<file path="src/rtl/itch_msg_sequencer.sv">
// itch_msg_sequencer: splits a MoldUDP64 payload stream into length-prefixed ITCH message bodies
//
// Ports:
//   clkIn           sole clock, rising edge
//   rstIn           active-low reset, asynchronous assert, synchronised release
//   itchDataIn      payload byte, qualified by itchDataValidIn (no backpressure)
//   frameEndIn      one-cycle pulse closing the current frame
//   packetLostIn    one-cycle pulse from the upstream sequence-gap detector
//   msgDataOut      message body byte, qualified by msgValidOut
//   msgStartOut     first body byte (ITCH type byte)
//   msgEndOut       last body byte
//   msgTypeOut      type byte of the current message, held until the next start
//   lenErrOut       pulse: zero length or length above MAX_MSG_LEN
//   framingErrOut   pulse: frame ended inside a length field or a body
//   frameDoneOut    pulse one cycle after frameEndIn
//   frameMsgCntOut  completed messages in the last frame, held
//   lostCntOut      saturating count of packetLostIn pulses
module itch_msg_sequencer #(
   parameter logic [15:0] MAX_MSG_LEN = 16'd64
) (
   input  logic        clkIn,
   input  logic        rstIn,
   input  logic [7:0]  itchDataIn,
   input  logic        itchDataValidIn,
   input  logic        frameEndIn,
   input  logic        packetLostIn,
   output logic [7:0]  msgDataOut,
   output logic        msgValidOut,
   output logic        msgStartOut,
   output logic        msgEndOut,
   output logic [7:0]  msgTypeOut,
   output logic        lenErrOut,
   output logic        framingErrOut,
   output logic        frameDoneOut,
   output logic [15:0] frameMsgCntOut,
   output logic [15:0] lostCntOut
);
   typedef enum logic [1:0] {LEN_HI, LEN_LO, BODY, DROP} state_t;

   state_t      r_state;
   state_t      w_state_byte;
   logic [1:0]  r_rst_sync;
   logic        w_rst_n;
   logic [7:0]  r_len_hi;
   logic [15:0] r_rem;
   logic        r_first;
   logic [15:0] r_frame_cnt;
   logic [15:0] w_cnt_inc;
   logic [15:0] w_len;
   logic        w_len_bad;
   logic        w_last;
   logic [7:0]  r_data;
   logic        r_valid;
   logic        r_start;
   logic        r_end;
   logic [7:0]  r_type;
   logic        r_len_err;
   logic        r_framing_err;
   logic        r_frame_done;
   logic [15:0] r_frame_msg_cnt;
   logic [15:0] r_lost_cnt;

   // Reset asserts immediately but releases only after two clean clock edges
   always_ff @(posedge clkIn or negedge rstIn) begin
      if (!rstIn) r_rst_sync <= 2'b00;
      else        r_rst_sync <= {r_rst_sync[0], 1'b1};
   end

   assign w_rst_n = r_rst_sync[1];

   // Byte processing is resolved first so that a coincident frameEndIn sees
   // the post-byte state and a message completed on that same byte
   always_comb begin
      w_len        = {r_len_hi, itchDataIn};
      w_len_bad    = (w_len == 16'd0) || (w_len > MAX_MSG_LEN);
      w_last       = itchDataValidIn && (r_state == BODY) && (r_rem == 16'd1);
      w_cnt_inc    = (w_last && r_frame_cnt != 16'hFFFF) ? r_frame_cnt + 16'd1 : r_frame_cnt;
      w_state_byte = r_state;
      if (itchDataValidIn) begin
         case (r_state)
            LEN_HI:  w_state_byte = LEN_LO;
            LEN_LO:  w_state_byte = (w_len == 16'd0) ? LEN_HI : (w_len > MAX_MSG_LEN) ? DROP : BODY;
            BODY:    w_state_byte = w_last ? LEN_HI : BODY;
            default: w_state_byte = DROP;
         endcase
      end
   end

   always_ff @(posedge clkIn or negedge w_rst_n) begin
      if (!w_rst_n) begin
         r_state         <= LEN_HI;
         r_len_hi        <= 8'd0;
         r_rem           <= 16'd0;
         r_first         <= 1'b0;
         r_frame_cnt     <= 16'd0;
         r_data          <= 8'd0;
         r_valid         <= 1'b0;
         r_start         <= 1'b0;
         r_end           <= 1'b0;
         r_type          <= 8'd0;
         r_len_err       <= 1'b0;
         r_framing_err   <= 1'b0;
         r_frame_done    <= 1'b0;
         r_frame_msg_cnt <= 16'd0;
         r_lost_cnt      <= 16'd0;
      end else begin
         r_valid       <= 1'b0;
         r_start       <= 1'b0;
         r_end         <= 1'b0;
         r_len_err     <= 1'b0;
         r_framing_err <= 1'b0;
         r_frame_done  <= 1'b0;
         if (itchDataValidIn) begin
            case (r_state)
               LEN_HI: r_len_hi <= itchDataIn;
               LEN_LO: begin
                  r_len_err <= w_len_bad;
                  r_rem     <= w_len;
                  r_first   <= 1'b1;
               end
               BODY: begin
                  r_data  <= itchDataIn;
                  r_valid <= 1'b1;
                  r_start <= r_first;
                  r_end   <= w_last;
                  r_type  <= r_first ? itchDataIn : r_type;
                  r_first <= 1'b0;
                  r_rem   <= r_rem - 16'd1;
               end
               default: ;
            endcase
         end
         r_state     <= w_state_byte;
         r_frame_cnt <= w_cnt_inc;
         if (frameEndIn) begin
            r_state         <= LEN_HI;
            r_framing_err   <= (w_state_byte == LEN_LO) || (w_state_byte == BODY);
            r_frame_done    <= 1'b1;
            r_frame_msg_cnt <= w_cnt_inc;
            r_frame_cnt     <= 16'd0;
         end
         if (packetLostIn && r_lost_cnt != 16'hFFFF) r_lost_cnt <= r_lost_cnt + 16'd1;
      end
   end

   assign msgDataOut     = r_data;
   assign msgValidOut    = r_valid;
   assign msgStartOut    = r_start;
   assign msgEndOut      = r_end;
   assign msgTypeOut     = r_type;
   assign lenErrOut      = r_len_err;
   assign framingErrOut  = r_framing_err;
   assign frameDoneOut   = r_frame_done;
   assign frameMsgCntOut = r_frame_msg_cnt;
   assign lostCntOut     = r_lost_cnt;
endmodule
</file>
<file path="config.mk">
export PLATFORM = sky130hd
export DESIGN_NAME = itch_msg_sequencer
export DESIGN_NICKNAME = d
export VERILOG_FILES = /design/src/rtl/itch_msg_sequencer.sv
export SDC_FILE = /design/constraint.sdc
export NUM_CORES = 1
export LEC_CHECK = 0
export ABC_AREA = 1
export CAP_MARGIN = 30
export CORE_MARGIN = 2
export CORE_UTILIZATION = 40
export DETAILED_ROUTE_END_ITERATION = 8
export PLACE_DENSITY = 0.64
export SLEW_MARGIN = 20
export SYNTH_ARGS = -nofsm -noshare
export SYNTH_HDL_FRONTEND = slang
export SYNTH_SLANG_ARGS = --single-unit
</file>
<file path="constraint.sdc">
create_clock -name clkIn -period 3.9 [get_ports clkIn]
set_clock_uncertainty 0.05 [all_clocks]
set_input_delay 0.39 -clock clkIn [delete_from_list [all_inputs] [get_ports clkIn]]
set_output_delay 0.39 -clock clkIn [all_outputs]
set_load 0.1 [all_outputs]
</file>
Word level (Yosys, flattened, before mapping) --
Index checks and enable logic that the tools add are counted.
Cells by class: $add $sub $neg 3, magnitude comparators 1, equal/unequal tests 7, multiplexer cells 20, reductions and logical operators 13
Operators by type and width (count):
- adder 16 x 1 -> 16 bit, second input constant | 2
- 2-to-1 mux 16 bit | 2
- inequality test 16 bit, second input constant | 2
- one-hot mux 16 bit (2 select lines) | 1
- == test 16 x 1 -> 1 bit, second input constant | 1
- > comparator 16 x 7 -> 1 bit, second input constant | 1
- logical NOT 16 bit | 1
- subtractor 16 x 1 -> 16 bit, second input constant | 1
- 2-to-1 mux 1 bit | 11
- 2-to-1 mux 2 bit | 4
- one-hot mux 2 bit (3 select lines) | 1
- AND reduction 2 bit | 3
- == test 2 x 1 -> 1 bit, second input constant | 2
- == test 2 bit, second input constant | 2
- logical AND 1 bit | 4
- AND reduction 3 bit | 1
- logical NOT 2 bit | 1
- logical OR 1 bit | 2
- one-hot mux 1 bit (2 select lines) | 1
- nonzero test 2 bit | 1
Storage, ports and cells: bits in registers 99, input bits 13, output and inout port bits 54, word-level logic and storage cells 60

Depth between registers and ports, before layout --
depth in word-level cells 9, depth in mapped cells 12, mapped depth without buffers 11

Worst setup path after synthesis --
No wires, ideal clock.
kind flip-flop to flip-flop, start reg r_lost_cnt[1] (netlist: lostCntOut[1]), end reg r_lost_cnt[8] (netlist: lostCntOut[8]), library setup time 0.163 ns, arrival time 2.163 ns, data required time 3.687 ns, setup slack 1.525 ns, stages on the path, launching flop included 10, buffers on the path 0, clock period less this slack 2.375 ns, path through dfrtp_1 > ha_1 > nand3_1 > nor3_1 > nand3_1 > nand2_1 > inv_1 > nand2_1 > nor2_1 > xor2_1
Between the ends: word-level cells in the longest chain between the ends 2, elaborated cells on any way between the ends 3, classes of those cells add/sub: 1; eq/ne: 1; reduce/logical: 1
Ends and longest elaborated chain:
- start: declaration | line 61 | logic [15:0] r_lost_cnt;
- start signal: assignment | line 142 | if (packetLostIn && r_lost_cnt != 16'hFFFF) r_lost_cnt <= r_lost_cnt + 16'd1;
- branches (longest 2 deep; another with adder 16 x 1 -> 16 bit)
Several ways; the timed one is not identified. A chain may end at the register's enable or synchronous reset.

Worst setup path after layout --
start reg r_lost_cnt[12] (netlist: lostCntOut[12]), end out lostCntOut[12]
RTL lines:
- end: declaration | line 36 | output logic [15:0] lostCntOut
No word-level cell between the ends.

==> impl_metrics.env <==
export IMPL_status="completed"
export IMPL_vdd_drop_max_v=0.000559
export IMPL_syn_instance_count=601
export IMPL_setup_violations=0
export IMPL_p_per_area_mw_per_mm2=632
export IMPL_drtAntennaViolNets=0
export IMPL_r2r_cells=7
export IMPL_die_h_um=115
export IMPL_hold_violations=0
export IMPL_finalCritPeriodShare_pct=61.2
export IMPL_fp_dieW_um=115
export IMPL_path_class="register to output port"
export IMPL_drc=0
export IMPL_final_layout_size_suffix_gt1_share_pct=6.86
export IMPL_post_cts_resized=0
export IMPL_r2r_start="r_state[1]"
export IMPL_grtUsageTotal_pct=18.3
export IMPL_cp_max_fo=5
export IMPL_synth_area_per_cell_sq_um=8.14
export IMPL_ios=67
export IMPL_required_ns=3.46
export IMPL_ys_types=33
export IMPL_path_cells="clkdlybuf4s50_1"
export IMPL_endpoint_kind="output port"
export IMPL_clk_path_buf_depth=2
export IMPL_fp_coreArea_sq_mm=0.0120
export IMPL_intPower_uw=2140
export IMPL_switching_share_pct=43.8
export IMPL_pre_cts_slack_ns=1.39
export IMPL_timing_hold_ws_ns=0.143
export IMPL_post_drt_via_cell_ratio=4.93
export IMPL_hold_buffers=0
export IMPL_drv_cap=0
export IMPL_antenna_cells=0
export IMPL_cts_tree="yes"
export IMPL_vias=4034
export IMPL_clkTransAtPathRegs_ns=0.07
export IMPL_syn_to_final_growth_pct=23.2
export IMPL_grt_overflow_total=0
export IMPL_ys_warn_count=0
export IMPL_start_kind="register"
export IMPL_fmax_mhz=419
export IMPL_rsz0062_at_grt="false"
export IMPL_num_rows=40
export IMPL_fin_setup_tns_ns=0
export IMPL_root_buffer="clkbuf_16"
export IMPL_numCtsBuffers=9
export IMPL_cts_num_sinks=99
export IMPL_slew_viol_final=0
export IMPL_h_tree_depth=3
export IMPL_cp_top_family="buffers and inverters"
export IMPL_setup_slack_ns=1.51
export IMPL_max_slew_margin_rel_pct=32.8
export IMPL_r2r_slack_ns=1.66
export IMPL_ys_ff_latch=99
export IMPL_grt_pass1_wl_mm=19.0
export IMPL_postPlaceCellArea_sq_mm=0.00569
export IMPL_netSwitchingPower_uw=1670
export IMPL_hp_class="input port to asynchronous set/reset pin"
export IMPL_first_pass_iters=6
export IMPL_max_stage_delay_ns=1.16
export IMPL_drtIter0Drc=197
export IMPL_die_area_sq_mm=0.0131
export IMPL_cts_setup_buffers=0
export IMPL_rr_endpoint="r_rem[9]"
export IMPL_worst_pin_slew_ns=1.01
export IMPL_nFillCells=1126
export IMPL_clkLatencyLatePin_ns=0.35
export IMPL_grt_antenna_before_repair=0
export IMPL_power_frac_comb_pct=38.3
export IMPL_gp_congestion=0.897
export IMPL_start_util_pct=40.9
export IMPL_syn_nets=622
export IMPL_nNetsFinal=687
export IMPL_grt_max_degree=49
export IMPL_power_leakage_uw=0.00278
export IMPL_mostFrequentLayoutCells="159 x nand2_1, 98 x dfrtp_1, 76 x nor2_1"
export IMPL_worst_endpoint_arrival_ns=1.95
export IMPL_dp_hpwl_mm=7.79
export IMPL_postLayoutCellArea_sq_mm=0.00602
export IMPL_p_clk_share_pct=25.6
export IMPL_fin_crit_ns=2.39
export IMPL_port_buffers=66
export IMPL_netlist_area_sq_mm=0.00489
export IMPL_grt_pass1_vias=4024
export IMPL_synth_seq_area_share_pct=50.7
export IMPL_p_seq_share_pct=36.2
export IMPL_crit_buf_inv=1
export IMPL_post_drt_wl_per_cell_um=13.4
export IMPL_wirelength_mm=11.0
export IMPL_critPathSlowestCell="clkdlybuf4s50_1"
export IMPL_final_common_cell="nand2_1"
-- sequential cells by signal (all words and copies together), names as in the netlist, 2 cells and up --
| signal | count |
|---|---|
| frameMsgCntOut | 16 |
| r_frame_cnt | 16 |
| r_rem | 16 |
| r_state | 2 |
| msgDataOut | 8 |
| msgTypeOut | 8 |
| lostCntOut | 16 |
| r_len_hi | 8 |
| r_rst_sync | 2 |
-- power groups by stage --
stage / sequential, uW / combinational, uW / clock, uW
global placement: 1390 / 1440 / 0
global route: 1400 / 1550 / 1040
detailed placement: 1390 / 1460 / 0
floorplan: 2120 / 373 / 0
finish: 1380 / 1460 / 973
CTS: 1380 / 1460 / 1000
-- synthesized netlist by cell type (all sizes together) --
library cell  number  area [sq um]
a21oi              4          20.0
a22o               2          17.5
a22oi              1          7.51
a31oi              1          6.26
buf                3          30.0
clkbuf            14          52.6
conb               1          3.75
dfrtp             99          2480
ha                 8           100
inv               65           244
nand2            161           609
nand3             28           140
nand3b             1          7.51
nand4              6          37.5
nor2              84           345
nor3              12          65.1
nor4b              1          8.76
o211ai             2          15.0
o21ai             70           384
o21bai             1          7.51
o221ai             1          8.76
o22ai              4          25.0
o31ai              2          15.0
xnor2              6          52.6
xor2              24           210
-- worst max-delay path by stage --
stage                    start           endpoint  depth (start not counted)
2_1_floorplan    r_rst_sync[1]       frameDoneOut                          0
3_3_place_gp   itchDataValidIn  frameMsgCntOut[8]                          8
3_5_place_dp   itchDataValidIn  frameMsgCntOut[5]                          8
4_1_cts         lostCntOut[12]     lostCntOut[12]                          1
5_1_grt             r_state[1]           r_rem[9]                          7
6_report        lostCntOut[12]     lostCntOut[12]                          1
-- through the flow --
stage	instances	total power (uW)	utilization, %
floorplan	601	2490	-
global placement	801	2830	47.5
detailed placement	801	2850	47.5
CTS	817	3840	50.3
global route	818	4000	50.4
finish	818	3810	50.4
-- kinds of logic after synthesis --
logic type	Yosys count	synth area share (%)
xor+xnor	30	5.37
compound gates	88	10.4
other cells	1	0.0767
simple gates	293	24.8
flops	99	50.7
fa+ha+maj	8	2.05
buf+inv	82	6.68
-- metal layers --
| metal | vias to the layer above | GRT usage, % | part of all wire (%) |
|---|---|---|---|
| li1 | 2032 | - | - |
| met1 | 1905 | 24.9 | 48 |
| met4 | 0 | 6.67 | 1.5 |
| met3 | 14 | 4.13 | 4.9 |
| met5 | - | 0 | 0 |
| met2 | 83 | 28.8 | 46 |
-- layout make-up --
class,instances,area (sq um),area share (%)
Inverter,65,244,4.05
Sequential cell,99,2480,41.2
Clock buffer,10,239,3.97
Tap cell,147,184,3.05
Multi-Input combinational cell,420,2090,34.6
Clock inverter,6,87.6,1.45
Timing Repair Buffer,71,702,11.7
Power figures use the tool's default switching activity.
